[src/rtl/current_state_regfile.sv]
// Displayed Game of Life generation: 2**REGBITS rows of WIDTH cells, one combinational
// read port and one synchronous write port. Define CURRENT_STATE_SEED_EN to reset to a glider.
module current_state_regfile #(
    parameter int WIDTH   = 8,
    parameter int REGBITS = 3
) (
    input  logic               ph2,
    input  logic               reset,
    input  logic               regwrite,
    input  logic [REGBITS-1:0] ra,
    input  logic [REGBITS-1:0] wa,
    input  logic [WIDTH-1:0]   wd,
    output logic [WIDTH-1:0]   rd
);

    localparam int ROWS = 1 << REGBITS;

    logic [WIDTH-1:0] ram [ROWS];

    // Per-row reset image; only rows 0..2 can be non-zero, in bits [2:0].
    function automatic logic [WIDTH-1:0] reset_row(input int row);
        logic [WIDTH-1:0] v;
        v = '0;
`ifdef CURRENT_STATE_SEED_EN
        case (row)
            0:       v[2:0] = 3'b010;
            1:       v[2:0] = 3'b100;
            2:       v[2:0] = 3'b111;
            default: v = '0;
        endcase
`endif
        return v;
    endfunction

    // Write strobe: regwrite is sampled on the rising ph2 edge only while reset is released;
    // there is no ready/backpressure, every enabled edge commits wd into row wa.
    always_ff @(posedge ph2 or negedge reset) begin
        if (!reset) begin
            for (int i = 0; i < ROWS; i++) begin
                ram[i] <= reset_row(i);
            end
        end else if (regwrite) begin
            ram[wa] <= wd;
        end
    end

    // No write bypass: a same-row write becomes visible only after the edge.
    assign rd = ram[ra];

endmodule

[config.mk]
export PLATFORM = sky130hd
export DESIGN_NAME = current_state_regfile
export DESIGN_NICKNAME = d
export VERILOG_FILES = /design/src/rtl/current_state_regfile.sv
export SDC_FILE = /design/constraint.sdc
export NUM_CORES = 1
export LEC_CHECK = 0
export CAP_MARGIN = 40
export CORE_MARGIN = 5
export CORE_UTILIZATION = 50
export CTS_CLUSTER_DIAMETER = 100
export DETAILED_ROUTE_END_ITERATION = 7
export PLACE_DENSITY = 0.7
export REMOVE_ABC_BUFFERS = 1
export SYNTH_ARGS = -nofsm -noshare
export SYNTH_HDL_FRONTEND = slang
export SYNTH_SLANG_ARGS = --single-unit
[constraint.sdc]
create_clock -name ph2 -period 3.45 [get_ports ph2]
set_clock_uncertainty 0.1 [all_clocks]
set_input_delay 1.035 -clock ph2 [delete_from_list [all_inputs] [get_ports ph2]]
set_output_delay 1.035 -clock ph2 [all_outputs]
set_load 0.05 [all_outputs]
==> flow_metrics.py <==
metrics = {
    "route": {
        "drt_first_iter_violations": 82,
        "wl_mm": 6.511,
        "num_vias": 1722,
        "via_per_inst": 5.938,
        "drtPass1Iterations": 4,
        "ant_nets": 0,
        "drc": 0,
        "post_drt_wl_per_cell_um": 22.45,
    },
    "setup_path": {
        "path_class": "in -> out",
        "r2r_end": "ram[0]$_DFFE_PN0P_",
        "endpoint_kind": "output port",
        "cp_max_fo": 8,
        "reg2regPathDepth": 1,
        "crit_path_start_kind": "primary input",
        "crit_arrival_ps": 2320,
        "r2r_start": "ram[0]$_DFFE_PN0P_",
        "r2r_slack_ps": 2560,
        "required_ps": 2310,
    },
    "floorplan": {
        "initial_core_util_pct": 50.85,
        "dieHeight_um": 87.37,
        "die_area_sq_um": 7633,
        "row_count": 28,
        "io_pins": 25,
        "coreArea_sq_um": 5886,
        "die_w_um": 87.37,
    },
    "timing": {
        "finalHoldViolCount": 0,
        "finalSetupViolCount": 1,
        "fin_hold_ws_ps": 402.8,
        "post-route-period-util_pct": 100.1,
        "slew_viol_final": 0,
        "slew_headroom_pct": 48.50,
        "rsz0062_at_grt": "true",
        "setup_ws_ps": -2.834,
        "max_clock_freq_ghz": 0.2896,
        "worst_pin_slew_ps": 772.5,
        "period_minus_slack_ps": 3453,
    },
    "layout": {
        "top_regs": "ram (64)",
        "design_area_sq_um": 3671,
        "final_nets": 227,
        "largest_reg_flops": 64,
        "antenna_cells": 0,
        "nFillCells": 420,
        "area_growth_syn_to_layout_pct": 22.66,
        "drive_gt1_share_pct": 58.14,
        "regMostFlops": "ram",
    },
    "min_path": {
        "hold_class": "reg -> reg",
        "holdCritStartpoint": "ram[42]$_DFFE_PN0P_",
        "hold_path_end": "ram[42]$_DFFE_PN0P_",
        "worstHoldPathCells": 1,
    },
    "logic_synthesis": {
        "synth_warnings": 0,
        "ys_ff_latch": 64,
        "synth_area_sq_um": 2993,
        "async_reset_ff_share_pct": 100.0,
        "synth_top_area_share_pct": 53.51,
        "synth.area.top_cells": "dfrtp_1, mux2_2, mux4_1, buf_2, nor4bb_1",
        "synthCells": 172,
        "postSynthAreaPerCell_sq_um": 17.40,
        "synth_top_cell_by_area": "dfrtp_1",
        "synthFlopType": "dfrtp_1",
        "yosysMostFrequentCell": "mux2_2",
        "ys_types": 13,
        "synth-edff-count": 0,
        "yosysSeqAreaShare_pct": 53.51,
        "synth_common_cells": "mux2_2, dfrtp_1, mux4_1, buf_2",
    },
    "power_and_ir_drop": {
        "power.density_nw_per_um2": 637.0,
        "power.total_mw": 2.338,
        "seqPwrFrac_pct": 43.1,
        "netSwitchingPower_mw": 0.6316,
        "ir_drop_uv": 396.2,
        "p_int_mw": 1.707,
        "sw_frac_of_total_pct": 27.01,
        "clkPwrFrac_pct": 33.2,
        "power_leakage_nw": 1.564,
        "p_comb_share_pct": 23.7,
    },
    "clocking": {
        "clk_latency_ps": 340,
        "clock-root-buffer": "clkbuf_8",
        "clock_path_buffers": 2,
        "clk_pin_slew_ps": 70,
        "htreeDepth": 3,
        "cts_num_sinks": 64,
        "postCtsSetupRepairBufs": 0,
        "tritoncts": "done",
        "cts_made_buffers": 9,
    },
    "global_routing": {
        "grt_overflow": 0,
        "grtUsageTotal_pct": 19.27,
        "antenna_found_initial": 0,
        "grt_pass1_vias": 1968,
        "grt_max_degree": 37,
        "grt_first_pass_wirelength_mm": 10.64,
    },
    "placed_design": {
        "place_area_sq_um": 3366,
        "gp_congestion": 0.6980,
        "hpwl_mm": 4.157,
        "portBuffers": 24,
    },
    "run_status": {
        "outcome": "finished with violations",
        "failed_checks": "negative setup slack",
    },
    "job": {
        "max-cap-violations": 0,
    },
}
-- logic make-up after synthesis --
family                 count (synthesis)  synth area share (%)
muxes                                 88                 41.01
DFF                                   64                 53.51
buffers and inverters                 12                 2.592
and+or+nand+nor                        8                 2.885
-- cell type report --
type                    count  area (sq um)  share of cell area (%)
clock inverters             7         120.1                   3.272
flip-flops and latches     64          1602                   43.63
multi-input cells          96          1294                   35.24
clock buffers               9         123.9                   3.374
well taps                  75         93.84                   2.556
repair buffers             39         437.9                   11.93
-- cells in the final DEF, fill, tap and decap left out, drive strengths merged --
cell type and n:
buf 25, bufinv 3, clkbuf 9, clkdlybuf4s15 1, clkdlybuf4s50 13, clkinv 3, clkinvlp 1, dfrtp 64
mux2 72, mux4 16, nand4 1, nand4b 3, nor4b 1, nor4bb 3
-- routing by layer --
layer  global-route usage (%)  vias to the layer above  share of wire [%]
li1                         -                      742                  -
met1                    21.94                      929                 40
met2                    34.18                       39                 55
met3                    4.825                       12                3.3
met4                    8.089                        0                2.1
met5                        0                        -                  0
-- per-stage QoR --
stage	std cells	util, %	setup TNS, ps	setup slack, ps
after global routing	290	62.37	-59.15	-18.77
after floorplan	160	-	0	377.9
after CTS	290	62.71	-19.45	-8.489
final	290	62.37	-2.834	-2.834
after global placement	272	57.19	-3474	-443.2
after detailed placement	272	57.19	-3586	-473.9
-- worst max path at each step --
stage	from	endpoint	slack, ps	cells after the start
after global placement	ra[0]	rd[4]	-440	5
final	ra[0]	rd[1]	-3	5
after CTS	ra[0]	rd[3]	-8	5
after detailed placement	ra[0]	rd[7]	-470	5
after floorplan	ra[0]	rd[0]	380	2
after global routing	ra[0]	rd[2]	-20	5
-- power by group through the flow --
stage	Sequential (mW)	Combinational, mW	Clock [mW]
after floorplan	0.973	0.366	0
after global placement	0.990	0.492	0
after detailed placement	1.01	0.516	0
after CTS	1.00	0.558	0.797
after global routing	1.02	0.587	0.830
final	1.01	0.554	0.777
-- worst max-delay path, stage by stage --
cell    delay (ps)
buf_4          130
buf_12         150
mux4_1         550
mux2_2         290
buf_6          150
-- repair_timing --
| action | CTS | global route |
|---|---|---|
| setup endpoints to repair | 8 | 5 |
| gates cloned | 2 | 0 |
| hold buffers | 0 | 0 |
| resized for setup | 24 | 5 |
| hold endpoints to repair | 0 | 0 |
Note: power is estimated with default switching activity, not from simulation.
